===== src/rtl/oled_spi_stream.sv =====
// SPI byte streamer for the OLED path: a small byte FIFO feeding a CS/SCLK/SDIN/DC serializer.
// Optional build macro OLED_SPI_CS_PER_BYTE_EN: release CS (HOLD -> GAP -> IDLE) after every byte.
module oled_spi_stream #(
    parameter int CLK_DIV    = 4,
    parameter int FIFO_DEPTH = 4,
    parameter int CS_GAP     = 2
) (
    input  logic                              CLK,
    input  logic                              RST,
    input  logic                              IN_VALID,
    output logic                              IN_READY,
    input  logic [7:0]                        IN_DATA,
    input  logic                              IN_DC,
    output logic                              BUSY,
    output logic [$clog2(FIFO_DEPTH+1)-1:0]   FIFO_LEVEL,
    output logic                              CS,
    output logic                              SCLK,
    output logic                              SDIN,
    output logic                              DC
);

    localparam int PTR_W   = $clog2(FIFO_DEPTH);
    localparam int LVL_W   = $clog2(FIFO_DEPTH + 1);
    localparam int CNT_MAX = (CLK_DIV > CS_GAP) ? CLK_DIV : CS_GAP;
    localparam int CNT_W   = (CNT_MAX > 1) ? $clog2(CNT_MAX) : 1;
    localparam logic [CNT_W-1:0] DIV_LAST = CNT_W'(CLK_DIV - 1);
    localparam logic [CNT_W-1:0] GAP_LAST = CNT_W'(CS_GAP - 1);

    typedef enum logic [2:0] {
        S_IDLE,
        S_SETUP,
        S_SHIFT,
        S_HOLD,
        S_GAP
    } state_t;

    // FIFO storage: {dc, data} per entry
    logic [8:0]       mem_q [FIFO_DEPTH];
    logic [PTR_W-1:0] wr_ptr_q, wr_ptr_d;
    logic [PTR_W-1:0] rd_ptr_q, rd_ptr_d;
    logic [LVL_W-1:0] level_q, level_d;
    logic             full, empty, push, pop;
    logic [8:0]       head;

    state_t           state_q, state_d;
    logic [CNT_W-1:0] cnt_q, cnt_d;
    logic [2:0]       bit_q, bit_d;
    logic             high_q, high_d;
    logic [7:0]       byte_q, byte_d;
    logic             cs_q, cs_d;
    logic             sclk_q, sclk_d;
    logic             sdin_q, sdin_d;
    logic             dc_q, dc_d;

    assign full     = (level_q == LVL_W'(FIFO_DEPTH));
    assign empty    = (level_q == '0);
    assign IN_READY = !RST && !full;
    assign push     = IN_VALID && IN_READY;
    assign head     = mem_q[rd_ptr_q];

    always_ff @(posedge CLK) begin
        if (push) begin
            mem_q[wr_ptr_q] <= {IN_DC, IN_DATA};
        end
    end

    // A same-cycle push and pop leave the level unchanged; readiness never looks at pop.
    always_comb begin
        wr_ptr_d = wr_ptr_q + PTR_W'(push);
        rd_ptr_d = rd_ptr_q + PTR_W'(pop);
        level_d  = level_q;
        case ({push, pop})
            2'b10:   level_d = level_q + LVL_W'(1);
            2'b01:   level_d = level_q - LVL_W'(1);
            default: level_d = level_q;
        endcase
    end

    always_comb begin
        state_d = state_q;
        cnt_d   = cnt_q;
        bit_d   = bit_q;
        high_d  = high_q;
        byte_d  = byte_q;
        cs_d    = cs_q;
        sclk_d  = sclk_q;
        sdin_d  = sdin_q;
        dc_d    = dc_q;
        pop     = 1'b0;
        case (state_q)
            S_IDLE: begin
                if (!empty) begin
                    pop     = 1'b1;
                    byte_d  = head[7:0];
                    dc_d    = head[8];
                    sdin_d  = head[7];
                    cs_d    = 1'b0;
                    sclk_d  = 1'b1;
                    cnt_d   = '0;
                    state_d = S_SETUP;
                end
            end
            S_SETUP: begin
                if (cnt_q == DIV_LAST) begin
                    cnt_d   = '0;
                    bit_d   = 3'd7;
                    high_d  = 1'b0;
                    sclk_d  = 1'b0;
                    state_d = S_SHIFT;
                end else begin
                    cnt_d = cnt_q + CNT_W'(1);
                end
            end
            S_SHIFT: begin
                if (cnt_q != DIV_LAST) begin
                    cnt_d = cnt_q + CNT_W'(1);
                end else begin
                    cnt_d = '0;
                    if (!high_q) begin
                        high_d = 1'b1;
                        sclk_d = 1'b1;
                    end else if (bit_q != 3'd0) begin
                        // next bit is presented at the falling edge
                        bit_d  = bit_q - 3'd1;
                        sdin_d = byte_q[bit_q - 3'd1];
                        high_d = 1'b0;
                        sclk_d = 1'b0;
                    end else begin
`ifdef OLED_SPI_CS_PER_BYTE_EN
                        state_d = S_HOLD;
`else
                        if (!empty) begin
                            pop    = 1'b1;
                            byte_d = head[7:0];
                            dc_d   = head[8];
                            sdin_d = head[7];
                            bit_d  = 3'd7;
                            high_d = 1'b0;
                            sclk_d = 1'b0;
                        end else begin
                            state_d = S_HOLD;
                        end
`endif
                    end
                end
            end
            S_HOLD: begin
                if (cnt_q == DIV_LAST) begin
                    cnt_d   = '0;
                    cs_d    = 1'b1;
                    state_d = S_GAP;
                end else begin
                    cnt_d = cnt_q + CNT_W'(1);
                end
            end
            S_GAP: begin
                if (cnt_q == GAP_LAST) begin
                    cnt_d   = '0;
                    state_d = S_IDLE;
                end else begin
                    cnt_d = cnt_q + CNT_W'(1);
                end
            end
            default: state_d = S_IDLE;
        endcase
    end

    always_ff @(posedge CLK) begin
        if (RST) begin
            wr_ptr_q <= '0;
            rd_ptr_q <= '0;
            level_q  <= '0;
            state_q  <= S_IDLE;
            cnt_q    <= '0;
            bit_q    <= 3'd7;
            high_q   <= 1'b0;
            byte_q   <= '0;
            cs_q     <= 1'b1;
            sclk_q   <= 1'b1;
            sdin_q   <= 1'b0;
            dc_q     <= 1'b0;
        end else begin
            wr_ptr_q <= wr_ptr_d;
            rd_ptr_q <= rd_ptr_d;
            level_q  <= level_d;
            state_q  <= state_d;
            cnt_q    <= cnt_d;
            bit_q    <= bit_d;
            high_q   <= high_d;
            byte_q   <= byte_d;
            cs_q     <= cs_d;
            sclk_q   <= sclk_d;
            sdin_q   <= sdin_d;
            dc_q     <= dc_d;
        end
    end

    assign BUSY       = (state_q != S_IDLE) || !empty;
    assign FIFO_LEVEL = level_q;
    assign CS         = cs_q;
    assign SCLK       = sclk_q;
    assign SDIN       = sdin_q;
    assign DC         = dc_q;

endmodule


===== config.mk =====
export PLATFORM = sky130hd
export DESIGN_NAME = oled_spi_stream
export DESIGN_NICKNAME = d
export VERILOG_FILES = /design/src/rtl/oled_spi_stream.sv
export SDC_FILE = /design/constraint.sdc
export NUM_CORES = 1
export LEC_CHECK = 0
export CORE_MARGIN = 1.5
export CORE_UTILIZATION = 25
export CTS_CLUSTER_SIZE = 30
export DETAILED_ROUTE_END_ITERATION = 6
export GPL_TIMING_DRIVEN = 0
export PLACE_DENSITY_LB_ADDON = 0.3
export SLEW_MARGIN = 20
export SYNTH_ARGS = -nofsm -noshare
export SYNTH_HDL_FRONTEND = slang
export SYNTH_SLANG_ARGS = --single-unit

===== constraint.sdc =====
create_clock -name CLK -period 5.3 [get_ports CLK]
set_input_delay 1.06 -clock CLK [delete_from_list [all_inputs] [get_ports CLK]]
set_output_delay 1.06 -clock CLK [all_outputs]
set_load 0.1 [all_outputs]

==> qor.csv, run 1 <==
metric;value;unit
hpwl;3731;µm
r2r_setup_slack;2400;ps
fin_ws;1261;ps
wl_met1;2450;µm
crit_path_start;RST;
ctsResizeCount;0;
cts_max_path_buffers;2;
async_flop_share;0;%
critPathMaxFanout;5;
worst_slew_pin_slew;979.5;ps
h-tree-depth;3;
ant_nets;0;
gp_congestion;0.8176;
track_usage;10.09;%
holdCritPathClass;reg -> reg;
postSynthCellCount;211;
rsz0062_at_grt;no;
slew_violations;0;
vias_per_cell;4.512;
cts-buffers-inserted;9;
nNetsFinal;265;
ys_warn_count;0;
run_status;finished, final reports clean;
cts_tree;built;
hold_viol_final;0;
drc;0;
path_class;in -> out;
finClkSkew;8.615;ps
top_layer_used;met4;
synth_area_leaders;edfxtp_1 (38%), dfxtp_1 (20%), mux4_2 (8.8%);
yosysMostFrequentCell;edfxtp_1;
timing.fmax;0.2476;GHz
cts.sinks;64;
dr.pass1.iters;4;
finalPower;0.002032;W
io_pins;21;
rows;38;
start_kind;input port;
dieArea;11950;µm²
p_leak;1.273;nW
required;4240;ps
r2r_start;cnt_q[0];
synth-seq-cells;64;
yosys.area.top_type_share;38.26;%
synth_edf_count;36;
r2r_cells;10;
cp-endpoint;IN_READY;
cp_common_cell;clkdlybuf4s50_1;
grt_pass1_vias;1777;
vias;1755;
cts_hold_buffers;0;
route.met3.wl;245;µm
max_stage_delay;1160;ps
drtIter0Drc;46;
core;10940;µm²
setup_tns;0;ps
dieWidth;109.3;µm
arrival;2980;ps
cpMaxStageDelayCell;clkdlybuf4s50_1;
vdd_drop_max;0.2080;mV
timing.slew.headroom;34.49;%
drive_gt1_share;16.06;%
synth-seq-area-share;58.10;%
clk_pin_slew_worst_paths;60;ps
grt_max_degree;14;
start_util;25.84;%
wl_met2;2677;µm
synth_cell_type_count;42;
layout-area-overhead-vs-synth;25.95;%
worstPathCellList;clkdlybuf4s50_1 -> a31oi_1 -> clkdlybuf4s50_1;
insertion_delay;330;ps
synth.net_count;232;
post-place-ws;1238;ps
drt-total-wl;5440;µm
netlist_area;2825;µm²
worstSetupEndpointType;primary output;
syn_area_per_cell;13.39;µm²
yosys-top-cells-count;edfxtp_1 (36), dfxtp_1 (28), nor2_1 (22);
antenna_found_initial;0;
post_cts_buffers;0;
synth_area_leader_cell;edfxtp_1;
drt-wirelength-per-cell;13.98;µm
fin_crit_sh;76.20;%
timing.hold.ws;492.1;ps
n_antenna_cell;0;
cts-root-buf;clkbuf_16;
die_y;109.3;µm
r2r_end;FIFO_LEVEL[2];
power_density;571.1;nW/µm²
maxCapViolations;0;
grt_pass1_wl;8880;µm
finalCriticalPeriod;4039;ps
port_buffers;20;
ys.flop_type;edfxtp_1;
overflow;0;
final-setup-viol-count;0;
==> through the flow <==
step           cell area [µm²]  cells  utilization, %
2_1_floorplan             2825    211               -
3_3_place_gp              3201    371           29.27
3_5_place_dp              3231    373           29.54
4_1_cts                   3558    389           32.54
5_1_grt                   3558    389           32.54
6_report                  3558    389           32.54
==> worst max-delay path: cells and delay by family <==
family | cells | cell delay (ps)
buf+inv | 2 | 1680
compound gates | 1 | 230
==> how the worst min path moves through the flow <==
stage / startpoint / end / slack [ps] / cells past startpoint
floorplan: byte_q[1] / byte_q[1] / 450 / 2
global placement: byte_q[6] / byte_q[6] / 470 / 2
detailed placement: byte_q[6] / byte_q[6] / 480 / 2
CTS: byte_q[0] / byte_q[0] / 500 / 2
global route: byte_q[7] / byte_q[7] / 520 / 2
finish: byte_q[0] / byte_q[0] / 490 / 2
==> placed cells by master, fill, tap and decap left out, drive strengths merged, types with 8 or more instances in the layout <==
cell type and n:
nor2 22, dfxtp 28, mux2i 12, inv 13, ha 8, clkbuf 15, clkdlybuf4s50 20, a21oi 8
edfxtp 36, mux4 11
==> area by class of cell <==
class / instances / area [µm²]
fill: 1119 / 7377
sequential: 64 / 1642
multi-input combinational: 128 / 1117
clock buffer: 9 / 225.2
timing repair buffer: 22 / 215.2
tap: 140 / 175.2
clock inverter: 7 / 102.6
buffer: 9 / 43.79
inverter: 10 / 37.54
==> routing by layer <==
layer	global-route usage (%)	vias up
li1	-	859
met1	11.88	860
met2	16.56	31
met3	3.794	5
met4	4.174	0
met5	0	-
==> cell families (layout without fill, tap and decap cells) <==
logic type / after synthesis / in the layout / share of synthesized area (%)
XOR/XNOR: 6 / 6 / 1.860
multiplexers: 23 / 23 / 13.02
AND/OR/NAND/NOR: 59 / 59 / 11.56
buffers and inverters: 19 / 57 / 2.879
flip-flops: 64 / 64 / 58.10
AO/OA/AOI/OAI: 31 / 31 / 8.326
adder cells (fa/ha/maj): 9 / 9 / 4.252
==> report_power, final <==
part | switching, W | internal [W] | leakage, nW
logic | 0.000460 | 0.000277 | 0.560
registers | 0.0000504 | 0.000595 | 0.556
clock network | 0.000232 | 0.000417 | 0.157
total | 0.000743 | 0.00129 | 1.27
==> state kept, by name (all words and copies together), names as in the netlist <==
| register | count |
|---|---|
| CS | 1 |
| SCLK | 1 |
| cnt_q | 2 |
| bit_q | 3 |
| FIFO_LEVEL | 3 |
| state_q | 3 |
| wr_ptr_q | 2 |
| mem_q | 36 |
| DC | 1 |
| high_q | 1 |
| byte_q | 8 |
| rd_ptr_q | 2 |
| SDIN | 1 |
Note: power is estimated with default switching activity, not from simulation.
==> inputs of run 2 (changes only) <==
clock period = 3.2 ns   (was 5.3 ns; I/O delays follow)
==> run 2 against run 1 <==
Clock power increased by 48%. Hold slack got worse by 2.5 ps. Final area fell by 0.18%. Largest power group unchanged.
==> qor.csv, run 2 (synthesis gave the netlist of run 1 again) <==
metric;value;unit
vias;1715;
nNetsFinal;266;
fin_crit_sh;92.50;%
cts_tree;built;
timing.slew.headroom;33.79;%
cts-root-buf;clkbuf_16;
reg_top3;mem_q x36, byte_q x8;
die_y;109.3;µm
fillers;1131;
ant_nets;0;
final-setup-viol-count;0;
worst_slew_pin_slew;990.1;ps
drtIter0Drc;45;
start_util;25.84;%
arrival;2320;ps
overflow;0;
dr.pass1.iters;4;
r2r_cells;10;
port_buffers;20;
required;2560;ps
cts-buffers-inserted;9;
grt_max_degree;13;
finalPower;0.003265;W
hold_viol_final;0;
dieArea;11950;µm²
final_cell_mix;edfxtp_1 (36), dfxtp_1 (25), nor2_1 (22), clkdlybuf4s50_1 (19), mux2i_1 (12);
power_density;919.2;nW/µm²
worstSetupEndpointType;primary output;
largest_register_ff_count;36;
hold_depth;2;
rows;38;
finClkSkew;7.447;ps
maxCapViolations;0;
rsz0062_at_grt;no;
antenna_found_initial;0;
io_pins;21;
core;10940;µm²
drc;0;
grt_pass1_vias;1724;
setup_tns;0;ps
timing.fmax;0.3378;GHz
drt-total-wl;5300;µm
vias_per_cell;4.397;
gp_congestion;0.7493;
holdCritPathClass;reg -> reg;
vdd_drop_max;0.3364;mV
critPathMaxFanout;10;
clk_pin_slew_worst_paths;60;ps
drive_gt1_share;17.60;%
path_class;reg -> out;
h-tree-depth;3;
finalCriticalPeriod;2960;ps
run_status;finished, final reports clean;
track_usage;10.06;%
regMostFlops;mem_q;
cts.sinks;64;
start_kind;register;
hpwl;3755;µm
dieWidth;109.3;µm
layout_commonest_cell;edfxtp_1;
slew_violations;0;
insertion_delay;320;ps
cts_hold_buffers;0;
p_leak;1.265;nW
post_cts_buffers;0;
n_antenna_cell;0;
layout-area-overhead-vs-synth;25.73;%
grt_pass1_wl;8976;µm
cts_max_path_buffers;2;
drt-wirelength-per-cell;13.59;µm
-- run 2: cell count changes in the layout (fill, tap and decap cells not counted) --
cell,change
clkinv_2,+1
dfxtp_2,+3
a31oi_4,+1
dfxtp_1,-3
a31oi_1,-1
clkinv_1,+1
clkdlybuf4s50_1,-1
inv_6,-2
bufinv_16,-1
dlygate4sd2_1,+1
buf_4,+1
clkinvlp_4,+1
-- run 2: layout make-up --
class	instances	area [µm²]	share of cell area, %
Tap cell	140	175.2	4.931
Multi-Input combinational cell	128	1132	31.88
Clock buffer	9	225.2	6.340
Clock inverter	7	71.32	2.008
Inverter	10	37.54	1.057
Timing Repair Buffer	23	221.5	6.235
Buffer	9	43.79	1.233
Sequential cell	64	1645	46.32
-- run 2: per-layer routing --
| layer | vias to the layer above | global-route usage (%) | routed length [µm] |
|---|---|---|---|
| li1 | 860 | - | - |
| met2 | 28 | 16.56 | 2627 |
| met3 | 2 | 3.201 | 214 |
| met1 | 825 | 12.40 | 2429 |
| met5 | - | 0 | 0 |
| met4 | 0 | 3.618 | 29 |
-- run 2: per-stage QoR --
step	hold slack [ps]	instance area [µm²]	setup WS (ps)	utilization [%]	std cells
2_1_floorplan	454.6	2844	194.0	-	211
3_3_place_gp	471.8	3219	-156.4	29.44	371
3_5_place_dp	483.1	3257	-9.186	29.78	374
4_1_cts	496.7	3552	222.8	32.48	390
5_1_grt	518.4	3552	139.4	32.48	390
6_report	489.6	3552	240.1	32.48	390
-- run 2: final timing paths --
path	from	end	slack [ps]
worst max-delay path	state_q[0]	BUSY	240
worst min-delay path	byte_q[7]	byte_q[7]	490
worst max register to register	cnt_q[0]	FIFO_LEVEL[2]	340
worst min register to register	byte_q[7]	byte_q[7]	490
-- run 2: worst max-delay path: stages (launching register included) --
cell and delay [ps]:
dfxtp_1 380, buf_2 240, nor2_1 130, nand3_1 100, clkdlybuf4s50_1 1140
-- run 2: repair_timing --
item,4_1_cts,5_1_grt
endpoints found under the hold margin,0,0
gates resized for setup,1,0
setup endpoints to repair,1,0
-- run 2: power by group --
group / switching, W / internal, W / total, W
Sequential: 0.0000848 / 0.000990 / 0.00107
Clock: 0.000357 / 0.000602 / 0.000959
Combinational: 0.000770 / 0.000462 / 0.00123
==> inputs of run 3 (changes only) <==
clock period = 3.6 ns   (was 3.2 ns; I/O delays follow)
==> run 3 against run 2 <==
Combinational power down 11%. Clock-buffer cell count stayed put. Setup slack better by 9.3 ps. Flip-flop and latch count stayed put. Clock skew is 1.1 ps lower. Non-clock buffer count did not move. Core utilization is 0.26 points higher. Routed wire length grew 3.0%. Cell count did not move. Hold slack got worse by 4.7 ps. Sequential share of layout area is 0.48 points lower. Power is 8.1% lower.
==> qor.csv, run 3 (synthesis gave the netlist of run 1 again) <==
metric;value;unit
p_leak;1.280;nW
fillers;1100;
required;2880;ps
vias_per_cell;4.531;
ant_nets;0;
insertion_delay;330;ps
reg_top3;mem_q x36, byte_q x8;
r2r_cells;10;
final-setup-viol-count;0;
dieArea;11950;µm²
drive_gt1_share;16.80;%
drt-wirelength-per-cell;14.00;µm
final_util;32.75;%
grt_pass1_vias;1802;
finalPower;0.003001;W
slew_violations;0;
min_from;CS;
die_y;109.3;µm
grt_pass1_wl;9025;µm
largest_register_ff_count;36;
crit_path_start;RST;
r2r_start;cnt_q[0];
post-place-ws;253.9;ps
core;10940;µm²
final_cell_mix;edfxtp_1 (36), dfxtp_1 (28), nor2_1 (22), clkdlybuf4s50_1 (20), mux2i_1 (12);
regMostFlops;mem_q;
timing.fmax;0.2985;GHz
run_status;finished, final reports clean;
cts-buffers-inserted;9;
vdd_drop_max;0.3656;mV
finalNonFillerCells;390;
cts.sinks;64;
cts_max_path_buffers;2;
nNetsFinal;266;
h-tree-depth;3;
hpwl;3826;µm
n_antenna_cell;0;
clk_pin_slew_worst_paths;60;ps
dieWidth;109.3;µm
port_buffers;20;
dr.pass1.iters;4;
critPathMaxFanout;5;
drt-total-wl;5460;µm
gp_congestion;0.7259;
overflow;0;
regArea;1642;µm²
maxCapViolations;0;
cts_hold_buffers;0;
setup_tns;0;ps
antenna_found_initial;0;
holdCritPathClass;reg -> reg;
finalCriticalPeriod;3351;ps
vias;1767;
finClkSkew;6.377;ps
ctsResizeCount;0;
hold_depth;2;
arrival;2630;ps
fin_crit_sh;93.07;%
hold_viol_final;0;
rows;38;
rsz0062_at_grt;no;
grt_max_degree;14;
drtIter0Drc;60;
timing.slew.headroom;34.72;%
post_cts_buffers;0;
place_inst;374;
worstSetupEndpointType;primary output;
drc;0;
cts_tree;built;
cts-root-buf;clkbuf_16;
power_density;838.2;nW/µm²
layout-area-overhead-vs-synth;26.75;%
io_pins;21;
multi_input_area;1132;µm²
layout_commonest_cell;edfxtp_1;
fin_ws;249.4;ps
start_kind;input port;
worst_slew_pin_slew;976.1;ps
start_util;25.84;%
path_class;in -> out;
track_usage;10.17;%
run 3: cell types whose count changed in the layout (fill, tap and decap cells not counted):
cell and change:
dlygate4sd2_1 -1, bufinv_16 +1, clkdlybuf4s50_1 +1, inv_6 +2, clkinv_1 -1, clkinv_2 -1
dfxtp_1 +3, dfxtp_2 -3, clkinvlp_4 -1
run 3: worst max-delay path: stages:
cell and delay (ps):
clkdlybuf4s50_1 540, a31oi_4 210, clkdlybuf4s50_1 1150
run 3: report_power, final:
group | switching [W] | internal, W | total (W)
logic | 0.000681 | 0.000412 | 0.00109
clock network | 0.000343 | 0.000614 | 0.000957
registers | 0.0000748 | 0.000876 | 0.000951
run 3: per-stage QoR:
step / instance area (µm²) / hold WS (ps)
2_1_floorplan: 2840 / 454.6
3_3_place_gp: 3216 / 470.5
3_5_place_dp: 3253 / 479.0
4_1_cts: 3581 / 491.0
5_1_grt: 3581 / 507.3
6_report: 3581 / 484.9
run 3: layout make-up:
cell class | instances | area share, %
buffer | 9 | 1.223
multi-input combinational | 128 | 31.62
clock buffer | 9 | 6.289
timing repair buffer | 23 | 6.219
clock inverter | 7 | 2.865
inverter | 10 | 1.048
tap | 140 | 4.892
sequential | 64 | 45.84
run 3: path summary, 6_finish.rpt:
check	end	slack, ps
worst min-delay path	CS	480
worst max register to register	FIFO_LEVEL[2]	740
worst min register to register	CS	480
worst max-delay path	IN_READY	250
run 3: routing by layer:
layer	track usage [%]	vias up	share of wire, %
met5	0	-	0
met4	4.731	0	1.8
met3	2.964	11	4.3
met2	17.46	32	48
met1	11.66	861	46
li1	-	863	-
